**config.mk**
```make
export PLATFORM = sky130hd
export DESIGN_NAME = expand3_weight_sched_flat
export DESIGN_NICKNAME = d
export VERILOG_FILES = /design/src/rtl/expand3_weight_sched_if.sv /design/src/rtl/expand3_weight_sched.sv /design/src/flat_wrapper.sv
export SDC_FILE = /design/constraint.sdc
export NUM_CORES = 1
export LEC_CHECK = 0
export ABC_CLOCK_PERIOD_IN_PS = 4950
export BUFFER_PORTS_ARGS = -buffer_cell sky130_fd_sc_hd__buf_4
export CAP_MARGIN = 0
export CORE_MARGIN = 2
export CORE_UTILIZATION = 35
export CTS_CLUSTER_DIAMETER = 150
export DETAILED_ROUTE_END_ITERATION = 7
export SKIP_LAST_GASP = 1
export SLEW_MARGIN = 20
export SYNTH_ARGS = -nofsm -noshare
export SYNTH_HDL_FRONTEND = slang
export SYNTH_SLANG_ARGS = --single-unit
```
**constraint.sdc**
```tcl
create_clock -name clk -period 4.95 [get_ports clk]
set_input_delay 0.7425 -clock clk [delete_from_list [all_inputs] [get_ports clk]]
set_output_delay 0.7425 -clock clk [all_outputs]
set_load 0.01 [all_outputs]
```
**src/rtl/expand3_weight_sched_if.sv**
```systemverilog
// Handshake and control bundle between the expand3 weight sequencer and its
// surroundings: pass control, activation stream, ROM address, MAC strobes and output pixel.
interface expand3_weight_sched_if #(
    parameter int ADDR  = 7,
    parameter int PIX_W = 12
);
    logic             start;
    logic [PIX_W-1:0] num_pixels;
    logic             abort;
    logic             act_valid;
    logic             act_ready;
    logic [ADDR-1:0]  rom_addr;
    logic             mac_clr;
    logic             mac_en;
    logic             mac_last;
    logic             out_valid;
    logic             out_ready;
    logic [PIX_W-1:0] pix_idx;
    logic             busy;
    logic             done;

    modport master (
        input  start, num_pixels, abort, act_valid, out_ready,
        output act_ready, rom_addr, mac_clr, mac_en, mac_last,
               out_valid, pix_idx, busy, done
    );

    modport slave (
        output start, num_pixels, abort, act_valid, out_ready,
        input  act_ready, rom_addr, mac_clr, mac_en, mac_last,
               out_valid, pix_idx, busy, done
    );
endinterface

```
**src/rtl/expand3_weight_sched.sv**
```systemverilog
// Sequencer for the fire2 expand3 stage: walks the weight ROM once per output pixel,
// gates the 64 MAC lanes on the activation stream and hands finished pixels downstream.
module expand3_weight_sched #(
    parameter int ADDR    = 7,
    parameter int TAPS    = 128,
    parameter int PIX_W   = 12,
    parameter int MAC_LAT = 2
) (
    input  logic                        clk,
    input  logic                        rst,
    expand3_weight_sched_if.master      bus
);
    typedef enum logic [2:0] {
        S_IDLE,
        S_CLEAR,
        S_RUN,
        S_DRAIN,
        S_OUT,
        S_DONE
    } state_t;

    localparam logic [ADDR-1:0] LAST_TAP   = ADDR'(TAPS - 1);
    localparam logic [2:0]      DRAIN_LAST = 3'(MAC_LAT - 1);

    state_t           state_q, state_d;
    logic [ADDR-1:0]  rom_addr_q, rom_addr_d;
    logic [PIX_W-1:0] pix_idx_q, pix_idx_d;
    logic [PIX_W-1:0] num_q, num_d;
    logic [2:0]       drain_q, drain_d;
    logic             mac_clr_q, mac_clr_d;
    logic             out_valid_q, out_valid_d;
    logic             busy_q, busy_d;
    logic             done_q, done_d;

    always_comb begin
        state_d    = state_q;
        rom_addr_d = rom_addr_q;
        pix_idx_d  = pix_idx_q;
        num_d      = num_q;
        drain_d    = drain_q;

        unique case (state_q)
            S_IDLE: begin
                if (bus.start) begin
                    num_d     = bus.num_pixels;
                    pix_idx_d = '0;
                    state_d   = (bus.num_pixels == '0) ? S_DONE : S_CLEAR;
                end
            end
            S_CLEAR: begin
                rom_addr_d = '0;
                state_d    = S_RUN;
            end
            S_RUN: begin
                if (bus.act_valid) begin
                    // The last tap is the only way out of RUN, so the address never passes TAPS-1.
                    if (rom_addr_q == LAST_TAP) begin
                        rom_addr_d = '0;
                        drain_d    = '0;
                        state_d    = (MAC_LAT == 0) ? S_OUT : S_DRAIN;
                    end else begin
                        rom_addr_d = rom_addr_q + ADDR'(1);
                    end
                end
            end
            S_DRAIN: begin
                if (drain_q == DRAIN_LAST) begin
                    state_d = S_OUT;
                end else begin
                    drain_d = drain_q + 3'(1);
                end
            end
            S_OUT: begin
                if (bus.out_ready) begin
                    if (pix_idx_q == num_q - PIX_W'(1)) begin
                        state_d = S_DONE;
                    end else begin
                        pix_idx_d = pix_idx_q + PIX_W'(1);
                        state_d   = S_CLEAR;
                    end
                end
            end
            S_DONE: begin
                state_d = S_IDLE;
            end
            default: begin
                state_d = S_IDLE;
            end
        endcase

        if (bus.abort) begin
            state_d    = S_IDLE;
            rom_addr_d = '0;
            pix_idx_d  = '0;
            drain_d    = '0;
        end

        // Strobes are decoded from the next state so they are registered alongside it.
        mac_clr_d   = (state_d == S_CLEAR);
        out_valid_d = (state_d == S_OUT);
        done_d      = (state_d == S_DONE);
        busy_d      = (state_d != S_IDLE);
    end

    always_ff @(posedge clk or posedge rst) begin
        if (rst) begin
            state_q     <= S_IDLE;
            rom_addr_q  <= '0;
            pix_idx_q   <= '0;
            num_q       <= '0;
            drain_q     <= '0;
            mac_clr_q   <= 1'b0;
            out_valid_q <= 1'b0;
            busy_q      <= 1'b0;
            done_q      <= 1'b0;
        end else begin
            state_q     <= state_d;
            rom_addr_q  <= rom_addr_d;
            pix_idx_q   <= pix_idx_d;
            num_q       <= num_d;
            drain_q     <= drain_d;
            mac_clr_q   <= mac_clr_d;
            out_valid_q <= out_valid_d;
            busy_q      <= busy_d;
            done_q      <= done_d;
        end
    end

    // The ROM read is combinational, so the MAC enable follows the activation stream directly.
    assign bus.act_ready = (state_q == S_RUN);
    assign bus.mac_en    = (state_q == S_RUN) && bus.act_valid;
    assign bus.mac_last  = (state_q == S_RUN) && bus.act_valid && (rom_addr_q == LAST_TAP);
    assign bus.rom_addr  = rom_addr_q;
    assign bus.mac_clr   = mac_clr_q;
    assign bus.out_valid = out_valid_q;
    assign bus.pix_idx   = pix_idx_q;
    assign bus.busy      = busy_q;
    assign bus.done      = done_q;
endmodule

```
**src/flat_wrapper.sv**
```systemverilog
// flat-port wrapper written by rule: the top's interface ports become plain ports
module expand3_weight_sched_flat 
#(
    parameter int ADDR    = 7,
    parameter int TAPS    = 128,
    parameter int PIX_W   = 12,
    parameter int MAC_LAT = 2
)
  (clk, rst, bus_start, bus_num_pixels, bus_abort, bus_act_valid, bus_out_ready, bus_act_ready, bus_rom_addr, bus_mac_clr, bus_mac_en, bus_mac_last, bus_out_valid, bus_pix_idx, bus_busy, bus_done);
  expand3_weight_sched_if #(.ADDR(ADDR), .PIX_W(PIX_W)) bus_i ();
  input  logic clk;
  input  logic rst;
  input wire logic [$bits(bus_i.start)-1:0] bus_start;
  input wire logic [$bits(bus_i.num_pixels)-1:0] bus_num_pixels;
  input wire logic [$bits(bus_i.abort)-1:0] bus_abort;
  input wire logic [$bits(bus_i.act_valid)-1:0] bus_act_valid;
  input wire logic [$bits(bus_i.out_ready)-1:0] bus_out_ready;
  output wire logic [$bits(bus_i.act_ready)-1:0] bus_act_ready;
  output wire logic [$bits(bus_i.rom_addr)-1:0] bus_rom_addr;
  output wire logic [$bits(bus_i.mac_clr)-1:0] bus_mac_clr;
  output wire logic [$bits(bus_i.mac_en)-1:0] bus_mac_en;
  output wire logic [$bits(bus_i.mac_last)-1:0] bus_mac_last;
  output wire logic [$bits(bus_i.out_valid)-1:0] bus_out_valid;
  output wire logic [$bits(bus_i.pix_idx)-1:0] bus_pix_idx;
  output wire logic [$bits(bus_i.busy)-1:0] bus_busy;
  output wire logic [$bits(bus_i.done)-1:0] bus_done;
  assign bus_i.start = bus_start;
  assign bus_i.num_pixels = bus_num_pixels;
  assign bus_i.abort = bus_abort;
  assign bus_i.act_valid = bus_act_valid;
  assign bus_i.out_ready = bus_out_ready;
  assign bus_act_ready = bus_i.act_ready;
  assign bus_rom_addr = bus_i.rom_addr;
  assign bus_mac_clr = bus_i.mac_clr;
  assign bus_mac_en = bus_i.mac_en;
  assign bus_mac_last = bus_i.mac_last;
  assign bus_out_valid = bus_i.out_valid;
  assign bus_pix_idx = bus_i.pix_idx;
  assign bus_busy = bus_i.busy;
  assign bus_done = bus_i.done;
  expand3_weight_sched #(.ADDR(ADDR), .TAPS(TAPS), .PIX_W(PIX_W), .MAC_LAT(MAC_LAT)) u_core (.clk(clk), .rst(rst), .bus(bus_i));
endmodule
```
==> results of run 1 <==
through the flow:
step,setup slack [ns],power [uW]
2_1_floorplan,2.49,510
3_3_place_gp,2.17,559
3_5_place_dp,2.10,562
4_1_cts,2.08,884
5_1_grt,1.87,920
6_report,2.07,875
cell type report:
cell class	count	share of cell area
Clock inverter	3	0.0206
Clock buffer	5	0.0218
Inverter	11	0.0131
Tap cell	99	0.0392
Multi-Input combinational cell	222	0.471
Sequential cell	41	0.325
Timing Repair Buffer	46	0.109
logic make-up after synthesis:
group,count (synthesis),synth area share
muxes,13,0.0542
xor gates and xnor gates,14,0.0466
and+or+nand+nor,115,0.243
adders and majority gates,5,0.0238
buffers and inverters,22,0.0452
DFF,41,0.390
AOI/OAI and AO/OA,75,0.197
power by group through the flow:
stage               registers (uW)  clock network [uW]  logic [uW]
CTS                            391                 328         165
global placement               396                   0         163
finish                         391                 320         164
global route                   395                 340         185
detailed placement             397                   0         164
floorplan                      385                   0         125
how the worst max path moves through the flow:
stage / end / slack [ns] / cells past startpoint
after global routing: u_core.bus.pix_idx[11] / 1.87 / 8
after floorplan: u_core.bus.pix_idx[11] / 2.49 / 9
after detailed placement: u_core.bus.pix_idx[11] / 2.10 / 8
after global placement: u_core.bus.pix_idx[11] / 2.17 / 8
final: u_core.bus.pix_idx[11] / 2.07 / 8
after CTS: u_core.bus.pix_idx[11] / 2.08 / 8
layout by cell type (no fill, tap or decap), types with 4 or more instances in the layout:
cell,instances
sky130_fd_sc_hd__xor2_1,6
sky130_fd_sc_hd__nand2b_1,22
sky130_fd_sc_hd__buf_4,46
sky130_fd_sc_hd__a21oi_1,14
sky130_fd_sc_hd__or3b_2,4
sky130_fd_sc_hd__o21ai_0,21
sky130_fd_sc_hd__nand3_1,7
sky130_fd_sc_hd__and3_1,6
sky130_fd_sc_hd__inv_1,11
sky130_fd_sc_hd__nor3_1,6
sky130_fd_sc_hd__o22ai_1,6
sky130_fd_sc_hd__nand3b_1,5
sky130_fd_sc_hd__ha_1,5
sky130_fd_sc_hd__nor4_1,10
sky130_fd_sc_hd__mux2_2,10
sky130_fd_sc_hd__nand2_1,21
sky130_fd_sc_hd__nor2_1,18
sky130_fd_sc_hd__a21oi_2,4
sky130_fd_sc_hd__clkbuf_8,5
sky130_fd_sc_hd__xnor2_1,8
sky130_fd_sc_hd__dfrtp_1,41
routing by layer:
layer  vias to the layer above  part of all wire
met5                         -                 0
met4                         0            0.0076
met3                         6             0.035
met2                        46              0.46
met1                      1073              0.50
li1                       1126                 -
sequential cells by signal, summed over array words and instances (netlist names):
| name | cells |
|---|---|
| u_core.state_q | 3 |
| u_core.bus.out_valid | 1 |
| u_core.bus.rom_addr | 7 |
| u_core.bus.busy | 1 |
| u_core.bus.done | 1 |
| u_core.bus.mac_clr | 1 |
| u_core.bus.pix_idx | 12 |
| u_core.drain_q | 3 |
| u_core.num_q | 12 |
==> implementation parameters, run 1 <==
Parameter                              Value

Status
  Result of the run ... complete, no violations

Finish
  Synth-to-Final Area Change ... 20.0%
  Fill cell total of the finished layout ... slightly above 700
  Layout Nets ... 350
  Multi-input gate area ... approximately 1500 um^2
  Utilization after layout ... 0.435
  Number of inserted diodes ... 0
  Number of non-filler instances in the completed layout ... around 430
  Fraction of layout instances using a drive strength above 1 ... 0.247
  Register area ... between 1000 and 1500 um^2
  Summed area of non-filler cells in the final layout ... around 3200 um^2

Power
  Largest vdd supply drop ... 0.0911 mV
  Part of the power in registers ... 0.446
  Combinational group share of total power ... 0.188
  Leakage component of the power ... between 0.001 and 0.0015 uW
  Internal Power ... around 640 uW
  Power per unit of standard cell area ... 277 nW/um^2
  Share of total power in the clock network ... 0.366
  Fraction of power spent switching nets ... 0.272
  Switching power ... roughly 240 uW

Critical path
  Start point of the critical path ... u_core.num_q[0]
  Maximum single-stage delay on the critical path ... roughly 0.47 ns
  Worst reg2reg startpoint ... u_core.num_q[0]
  Type of the worst setup path ... reg2reg
  Gate family responsible for the most delay along the worst path ... compound AO/OA/AOI/OAI gates
  Data arrival, critical path ... between 3 and 4 ns
  CP Buf/Inv Count ... 1
  Setup slack, reg-to-reg ... between 2 and 2.5 ns
  Cell count of the worst reg-to-reg path ... 8
  Kind of start point of the critical path ... flop
  Terminus of the critical flop-to-flop path ... u_core.bus.pix_idx[11]
  Crit. End Element ... flop
  Maximum fanout along the worst path ... 14
  CP max stage cell ... sky130_fd_sc_hd__or4b_1
  Worst-path cell chain ... inv_1, ha_1, or4b_1, or4_1, a2bb2oi_1, o2111a_2, a211o_2, o32ai_1
  Critical Path RT ... around 5 ns

Min path
  Endpoint, Worst Hold ... u_core.drain_q[0]
  Hold path startpoint ... u_core.drain_q[0]
  Worst hold path class ... reg2reg
  Number of cells on the worst hold path ... 1

Die
  Number of top-level design ports ... 44
  Die W ... approximately 91 um
  Die outline height ... 90.7 um
  Area of the core ... 7250 um^2
  Effective utilization at floorplan ... 0.363
  Die area ... about 8200 um^2
  Core Rows ... 31

Clocking
  Clk buf depth ... 2
  Clock-pin slew on the worst setup and hold paths ... about 0.080 ns
  Quantity of hold-fixing buffers added after cts ... 0
  Master cell of the clock root buffer ... sky130_fd_sc_hd__clkbuf_8
  Depth of the CTS H-tree ... 2
  Clock insertion delay at the later pin of the skew report ... 0.29 ns
  CTS Buf Count ... 5
  Clock tree from TritonCTS ... yes
  Post-CTS Setup Repair Bufs ... 0
  Count of instances resized after the clock tree is built ... 0
  Total number of clock tree sinks ... 41

Yosys
  Leading cell types by total area after synthesis ... sky130_fd_sc_hd__dfrtp_1 39%, sky130_fd_sc_hd__nand2b_1 5.2%, sky130_fd_sc_hd__mux2_2 4.3%
  Proportion of synthesized chip area in sequential cells ... 0.390
  Synth top area share ... 0.390
  Register bit count reported by yosys ... 41
  Number of distinct library cells after synthesis ... 60
  Yosys warning total ... 0
  EDFF count, synth ... 0
  Post-synthesis area per instance ... slightly above 9 um^2
  Post-synthesis async set-or-reset flop share ... 1.00
  Instance count of the mapped netlist ... about 290
  Cell type with the highest aggregate area in the netlist ... sky130_fd_sc_hd__dfrtp_1
  Cell types with the highest counts after synthesis ... 41 x sky130_fd_sc_hd__dfrtp_1, 22 x sky130_fd_sc_hd__nand2b_1, 21 x sky130_fd_sc_hd__nand2_1, 21 x sky130_fd_sc_hd__o21ai_0, 18 x sky130_fd_sc_hd__nor2_1
  Cell Area, Synth ... around 2600 um^2
  Predominant post-synthesis flop cell ... sky130_fd_sc_hd__dfrtp_1
  Net Count, Synth ... a little over 300
  Dominant cell by count in the synthesized netlist ... sky130_fd_sc_hd__dfrtp_1

Route
  Avg WL per Cell ... between 15 and 20 um
  Aggregate routed wire length ... 6410 um
  Total via count in the routed design ... 2,251
  Detailed-router iteration count before antenna repair ... 4
  Vias per cell ... 5.27
  Number of design rule violations left after detail routing ... 0
  Number of violations reported at the end of detailed-routing iteration 0 ... between 150 and 200
  Final ANT Viol Nets ... 0

Timing
  Layout Skew ... roughly 0.0064 ns
  Aggregate negative setup slack ... 0 ns
  Maximum frequency from static timing analysis ... between 300 and 400 MHz
  RSZ-0062 raised after global routing ... no
  Transition time at the pin with the least slew margin ... between 0.7 and 0.8 ns
  Number of hold violations in the final report ... 0
  Crit path time final ... about 2.9 ns
  Max Slew Vio Count ... 0
  Worst hold slack ... about 0.53 ns
  Final period util ... 0.581
  Final-report setup violation count ... 0
  Normalized max-slew margin ... 0.484

Global route
  GRT Residual Overflow ... 0
  Met2 global-route usage ... 0.264
  GR Util All Layers ... 0.164
  Met1 demand-to-capacity share in global routing ... 0.230
  Vias in the first global route ... around 2,300
  Initial antenna violation count ... 0
  Global-route wire length before repair ... 11,200 um
  Met3 capacity usage during global routing ... 0.0292
  Largest net degree at the start of global routing ... 42
  Most heavily used metal layer in global routing ... met2

Placed design
  Placer congestion estimate ... 0.794
  Cells after DPL ... around 420
  HPWL after detailed placement ... 4650 um
  Placed Area ... a little over 3000 um^2
  Port bufs ... between 40 and 50

Job
  Reported max-cap violation count ... 0
(Power assumes the default switching activity.)
==> run 2: changes to the inputs <==
--- a/config.mk
+++ b/config.mk
@@ -5,7 +5,7 @@
 export SDC_FILE = /design/constraint.sdc
 export NUM_CORES = 1
 export LEC_CHECK = 0
-export ABC_CLOCK_PERIOD_IN_PS = 4950
+export ABC_CLOCK_PERIOD_IN_PS = 2740
 export BUFFER_PORTS_ARGS = -buffer_cell sky130_fd_sc_hd__buf_4
 export CAP_MARGIN = 0
 export CORE_MARGIN = 2
==> constraint.sdc (replaced) <==
create_clock -name clk -period 2.74 [get_ports clk]
set_input_delay 0.411 -clock clk [delete_from_list [all_inputs] [get_ports clk]]
set_output_delay 0.411 -clock clk [all_outputs]
set_load 0.01 [all_outputs]
==> run 2 against run 1 <==
Worst setup slack got worse by 1.9 ns. Sequential power increased by 77%. Hold slack got worse by 0.27 ns. Global-route usage increased by 0.10 points. Via count increased by 3.0%. Fmax increased by 11%. Core utilization increased by 0.69 points. Register-to-register slack got worse by 1.9 ns. Clock-buffer cell count increased by 2. Clock power increased by 61%.
==> implementation parameters, run 2 (synthesis results as in run 1) <==
Parameter                              Value

Min path
  Worst hold path class ... in2async

Timing
  RSZ-0062 raised after global routing ... no
  Final-report setup violation count ... 0 (unchanged)
  Maximum frequency from static timing analysis ... 384 MHz (+11%)
  Max Slew Vio Count ... 0 (unchanged)
  Normalized max-slew margin ... 0.639 (+0.155)
  Aggregate negative setup slack ... 0 ns (unchanged)
  Final period util ... 0.950 (+0.368)
  Transition time at the pin with the least slew margin ... 0.537 ns (-0.237 ns)
  Layout Skew ... 0.00780 ns (+0.00139 ns)
  Number of hold violations in the final report ... 0 (unchanged)
  Crit path time final ... 2.60 ns (-0.276 ns)

Route
  Detailed-router iteration count before antenna repair ... 4 (unchanged)
  Vias per cell ... 5.32 (+0.89%)
  Number of design rule violations left after detail routing ... 0 (unchanged)
  Number of violations reported at the end of detailed-routing iteration 0 ... 116 (-36%)
  Total via count in the routed design ... 2,319 (+3.0%)
  Final ANT Viol Nets ... 0 (unchanged)
  Aggregate routed wire length ... 6590 um (+2.8%)
  Avg WL per Cell ... 15.1 um (+0.66%)

Critical path
  Maximum fanout along the worst path ... 10 (-4)
  Maximum single-stage delay on the critical path ... 0.45 ns (-0.02 ns)
  Type of the worst setup path ... reg2reg
  Kind of start point of the critical path ... flop
  Worst reg2reg startpoint ... u_core.num_q[1]
  Cell count of the worst reg-to-reg path ... 8 (unchanged)
  Terminus of the critical flop-to-flop path ... u_core.bus.pix_idx[11]
  Worst-path cell chain ... inv_1, ha_1, or4b_1, or4_1, a2bb2oi_1, o2111a_2, a211o_2, o32ai_1
  CP max stage cell ... sky130_fd_sc_hd__or4b_1
  Gate family responsible for the most delay along the worst path ... compound AO/OA/AOI/OAI gates
  CP Buf/Inv Count ... 1 (unchanged)
  Data arrival, critical path ... 2.78 ns (-0.27 ns)
  Critical Path RT ... 2.92 ns (-2.20 ns)
  Setup slack, reg-to-reg ... 0.14 ns (-1.93 ns)
  Start point of the critical path ... u_core.num_q[1]
  Crit. End Element ... flop

Die
  Area of the core ... 7250 um^2 (unchanged)
  Effective utilization at floorplan ... 0.363 (unchanged)
  Die area ... 8230 um^2 (unchanged)
  Die outline height ... 90.7 um (unchanged)
  Die W ... 90.7 um (unchanged)
  Core Rows ... 31 (unchanged)
  Number of top-level design ports ... 44 (unchanged)

Status
  Result of the run ... complete, no violations

Global route
  Global-route wire length before repair ... 11,100 um (-0.49%)
  Met3 capacity usage during global routing ... 0.0292 (unchanged)
  Vias in the first global route ... 2,200 (-4.1%)
  Largest net degree at the start of global routing ... 42 (unchanged)
  GRT Residual Overflow ... 0 (unchanged)
  GR Util All Layers ... 0.165 (+0.00100)
  Met1 demand-to-capacity share in global routing ... 0.232 (+0.00237)
  Most heavily used metal layer in global routing ... met2
  Met2 global-route usage ... 0.262 (-0.00187)
  Initial antenna violation count ... 0 (unchanged)

Clocking
  Depth of the CTS H-tree ... 2 (unchanged)
  Clk buf depth ... 2 (unchanged)
  Master cell of the clock root buffer ... sky130_fd_sc_hd__clkbuf_8
  Total number of clock tree sinks ... 41 (unchanged)
  CTS Buf Count ... 5 (unchanged)
  Post-CTS Setup Repair Bufs ... 0 (unchanged)
  Clock tree from TritonCTS ... yes
  Quantity of hold-fixing buffers added after cts ... 0 (unchanged)
  Count of instances resized after the clock tree is built ... 0 (unchanged)
  Clock-pin slew on the worst setup and hold paths ... 0.09 ns (about the same)
  Clock insertion delay at the later pin of the skew report ... 0.30 ns (about the same)

Finish
  Number of non-filler instances in the completed layout ... 436 (+2.1%)
  Leading cell type in the layout, fill and taps excluded ... sky130_fd_sc_hd__buf_4
  Register area ... 1030 um^2 (unchanged)
  Fraction of layout instances using a drive strength above 1 ... 0.264 (+0.0171)
  Number of inserted diodes ... 0 (unchanged)
  Synth-to-Final Area Change ... 21.9%
  Layout Nets ... 359 (+2.6%)
  Fill cell total of the finished layout ... 746 (+4.2%)
  Highest-count cells in the layout ignoring fill and taps ... 55 x sky130_fd_sc_hd__buf_4, 41 x sky130_fd_sc_hd__dfrtp_1, 22 x sky130_fd_sc_hd__nand2b_1
  Multi-input gate area ... 1490 um^2 (unchanged)

Job
  Reported max-cap violation count ... 0 (unchanged)

Placed design
  Cells after DPL ... 428 (+2.1%)
  HPWL after detailed placement ... 4920 um (+5.8%)
  Placer congestion estimate ... 0.812 (+2.3%)
  Port bufs ... 43 (unchanged)

Power
  Leakage component of the power ... 0.00135 uW (+2.8%)
  Largest vdd supply drop ... 0.209 mV (+130%)
  Power per unit of standard cell area ... 478 nW/um^2 (+72%)
-- run 2: cell types whose count changed in the layout (fill, tap and decap cells not counted) --
cell,before,now
sky130_fd_sc_hd__clkbuf_1,0,1
sky130_fd_sc_hd__clkinv_2,1,0
sky130_fd_sc_hd__clkbuf_8,5,6
sky130_fd_sc_hd__buf_4,46,55
sky130_fd_sc_hd__bufinv_16,2,1
-- run 2: report_power, final --
part	leakage (uW)	switching (uW)	total [uW]	internal, uW
registers	0.000543	47.4	691	644
logic	0.000747	167	328	161
clock network	0.0000585	217	514	297
-- run 2: worst min-delay path: cells and delay by family --
family	cells	cell delay (ns)
buffers and inverters	3	0.59
-- run 2: worst max path at each step --
stage          depth (start not counted)                      to  slack [ns]
6_report                               8  u_core.bus.pix_idx[11]        0.14
5_1_grt                                7  u_core.bus.pix_idx[11]        0.02
4_1_cts                                8  u_core.bus.pix_idx[11]        0.12
3_5_place_dp                           8  u_core.bus.pix_idx[11]        0.12
3_3_place_gp                           8  u_core.bus.pix_idx[11]        0.22
2_1_floorplan                          9  u_core.bus.pix_idx[11]        0.28
-- run 2: layer usage --
layer / part of all wire / vias to the layer above
met2: 0.46 / 58
met1: 0.48 / 1117
met3: 0.047 / 4
met4: 0.0096 / 0
met5: 0 / -
li1: - / 1140
-- run 2: stage by stage --
stage	hold WS, ns	power [uW]	cell area [um^2]	util	worst slack (ns)
6_report	0.254	1530	3210	0.442	0.138
5_1_grt	0.317	1620	3210	0.442	0.0214
4_1_cts	0.273	1560	3210	0.442	0.118
3_5_place_dp	0.510	1030	3090	0.426	0.118
3_3_place_gp	0.502	1030	3090	0.426	0.216
2_1_floorplan	0.470	921	2630	-	0.277
-- run 2: area by class of cell --
class                      count  area share
tap                           99      0.0386
clock inverter                 1     0.00936
timing repair buffer          55       0.129
sequential                    41       0.320
clock buffer                   7      0.0269
multi-input combinational    222       0.464
inverter                      11      0.0129
==> run 3: changes to the inputs <==
--- a/config.mk
+++ b/config.mk
@@ -12,6 +12,7 @@
 export CORE_UTILIZATION = 35
 export CTS_CLUSTER_DIAMETER = 150
 export DETAILED_ROUTE_END_ITERATION = 7
+export PLACE_DENSITY = 0.56
 export SKIP_LAST_GASP = 1
 export SLEW_MARGIN = 20
 export SYNTH_ARGS = -nofsm -noshare
==> run 3 against run 2 <==
Final area shrank 0.74%. Largest cell class unchanged. Sequential cell count is the same. Global-route usage shrank 0.33 points. Final cell count shrank 0.23%. Wire length shrank 1.7%. Die area is the same. Clock power shrank 20%. Worst setup slack lost 0.023 ns. Via count shrank 0.13%. Hold slack gained 0.0043 ns. Core utilization shrank 0.33 points. Non-clock buffer count is the same.
==> implementation parameters, run 3 (synthesis results as in run 1) <==
Parameter                              Value

Clocking
  Total number of clock tree sinks ... 41 (unchanged)
  Clock tree from TritonCTS ... yes
  Depth of the CTS H-tree ... 2 (unchanged)
  Master cell of the clock root buffer ... sky130_fd_sc_hd__clkbuf_8
  Clock-pin slew on the worst setup and hold paths ... 0.08 ns (about the same)
  Clk buf depth ... 2 (unchanged)
  CTS Buf Count ... 5 (unchanged)
  Clock insertion delay at the later pin of the skew report ... 0.29 ns (about the same)

Global route
  GR Util All Layers ... 0.162 (-0.00333)
  Initial antenna violation count ... 0 (unchanged)
  Global-route wire length before repair ... 11,000 um (-1.2%)
  Largest net degree at the start of global routing ... 42 (unchanged)
  Vias in the first global route ... 2,280 (+3.6%)
  GRT Residual Overflow ... 0 (unchanged)

Placed design
  HPWL after detailed placement ... 4770 um (-3.0%)
  Placer congestion estimate ... 0.825 (+1.6%)
  Port bufs ... 43 (unchanged)

Power
  Combinational group share of total power ... 0.225 (+0.011)
  Share of total power in the clock network ... 0.288 (-0.047)
  Leakage component of the power ... 0.00134 uW (-0.97%)
  Power per unit of standard cell area ... 448 nW/um^2 (-6.2%)
  Fraction of power spent switching nets ... 0.299 (+0.0183)
  Internal Power ... 1000 uW (-9.3%)
  Total chip power ... 1430 uW (-6.9%)
  Part of the power in registers ... 0.488 (+0.037)
  Largest vdd supply drop ... 0.138 mV (-34%)
  Switching power ... 428 uW (-0.81%)

Critical path
  CP Buf/Inv Count ... 1 (unchanged)
  Crit. End Element ... flop
  Worst-path cell chain ... inv_1, ha_1, or4b_1, or4_1, a2bb2oi_1, o2111a_2, a211o_2, o32ai_1
  Gate family responsible for the most delay along the worst path ... compound AO/OA/AOI/OAI gates
  Data arrival, critical path ... 2.80 ns (+0.02 ns)
  CP max stage cell ... sky130_fd_sc_hd__or4b_1
  Maximum single-stage delay on the critical path ... 0.46 ns (about the same)
  Maximum fanout along the worst path ... 10 (unchanged)
  Critical Path RT ... 2.91 ns (about the same)
  Type of the worst setup path ... reg2reg
  Kind of start point of the critical path ... flop

Min path
  Worst hold path class ... in2async

Timing
  Transition time at the pin with the least slew margin ... 0.711 ns (+0.174 ns)
  Maximum frequency from static timing analysis ... 381 MHz (-0.86%)
  Final-report setup violation count ... 0 (unchanged)
  Layout Skew ... 0.0105 ns (+0.00269 ns)
  Max Slew Vio Count ... 0 (unchanged)
  Final period util ... 0.958 (+0.00825)
  Crit path time final ... 2.62 ns (+0.0226 ns)
  Normalized max-slew margin ... 0.526 (-0.113)
  Number of hold violations in the final report ... 0 (unchanged)
  RSZ-0062 raised after global routing ... yes

Route
  Detailed-router iteration count before antenna repair ... 4 (unchanged)
  Avg WL per Cell ... 14.9 um (-1.4%)
  Number of violations reported at the end of detailed-routing iteration 0 ... 102 (-12%)
  Total via count in the routed design ... 2,316 (-0.13%)
  Number of design rule violations left after detail routing ... 0 (unchanged)
  Aggregate routed wire length ... 6480 um (-1.7%)
  Final ANT Viol Nets ... 0 (unchanged)
  Vias per cell ... 5.32 (+0.10%)

Finish
  Highest-count cells in the layout ignoring fill and taps ... 55 x sky130_fd_sc_hd__buf_4, 41 x sky130_fd_sc_hd__dfrtp_1, 22 x sky130_fd_sc_hd__nand2b_1
  Synth-to-Final Area Change ... 21.0%
  Number of inserted diodes ... 0 (unchanged)
  Layout Nets ... 359 (unchanged)
  Multi-input gate area ... 1490 um^2 (+0.42%)
  Utilization after layout ... 0.439 (-0.00328)
  Leading cell type in the layout, fill and taps excluded ... sky130_fd_sc_hd__buf_4
  Register area ... 1030 um^2 (unchanged)
  Fraction of layout instances using a drive strength above 1 ... 0.265 (+0.000786)
  Fill cell total of the finished layout ... 739 (-0.94%)

Die
  Number of top-level design ports ... 44 (unchanged)
  Die outline height ... 90.7 um (unchanged)
  Die area ... 8230 um^2 (unchanged)
  Core Rows ... 31 (unchanged)
  Die W ... 90.7 um (unchanged)
  Area of the core ... 7250 um^2 (unchanged)
  Effective utilization at floorplan ... 0.363 (unchanged)

Status
  Result of the run ... complete, no violations

Job
  Reported max-cap violation count ... 0 (unchanged)
## run 3: cell count changes in the layout (fill, tap and decap cells not counted)
cell                        before  now
sky130_fd_sc_hd__a31oi_2         0    1
sky130_fd_sc_hd__a31oi_1         3    2
sky130_fd_sc_hd__bufinv_16       1    0
## run 3: final timing paths
check                                              end  depth (start not counted)  slack [ns]         startpoint
worst max-delay path            u_core.bus.pix_idx[11]                          8        0.12    u_core.num_q[0]
worst min-delay path                   u_core.num_q[3]                          3        0.26                rst
worst max register to register  u_core.bus.pix_idx[11]                          8        0.12    u_core.num_q[0]
worst min register to register       u_core.drain_q[0]                          1        0.51  u_core.drain_q[0]
max in group asynchronous           u_core.bus.mac_clr                          3        2.11                rst
min in group clk                       u_core.num_q[0]                          3        0.35  bus_num_pixels[0]
## run 3: layer usage
metal	GRT usage	wire length, um
met1	0.221	3060
met2	0.269	3070
met3	0.0284	319
met4	0.0333	27
met5	0	0
## run 3: what timing repair did
item	4_1_cts	5_1_grt
resized for setup	0	1
hold buffers	0	0
setup endpoints to repair	0	12
buffers inserted	0	3
## run 3: metrics by stage
step	TNS [ns]	hold WS (ns)	setup WS (ns)	area, um^2	instances
floorplan	0	0.470	0.277	2630	285
global placement	0	0.501	0.193	3070	425
detailed placement	0	0.505	0.101	3070	425
CTS	0	0.276	0.0596	3160	432
global route	-0.0119	0.317	-0.00975	3180	435
finish	0	0.259	0.116	3180	435
## run 3: power by group through the flow
| stage | Combinational (uW) | Sequential, uW | Clock [uW] |
|---|---|---|---|
| floorplan | 225 | 696 | 0 |
| global placement | 318 | 707 | 0 |
| detailed placement | 320 | 708 | 0 |
| CTS | 323 | 695 | 421 |
| global route | 355 | 704 | 451 |
| finish | 321 | 696 | 411 |
## run 3: area by class of cell
| cell class | count | area share |
|---|---|---|
| Tap cell | 99 | 0.0389 |
| Inverter | 11 | 0.0130 |
| Multi-Input combinational cell | 222 | 0.469 |
| Sequential cell | 41 | 0.322 |
| Timing Repair Buffer | 55 | 0.130 |
| Clock buffer | 7 | 0.0271 |
## run 3: worst min-delay path, cell delays in order
cell                    delay, ns
sky130_fd_sc_hd__buf_4       0.10
sky130_fd_sc_hd__inv_1       0.04
sky130_fd_sc_hd__buf_4       0.45
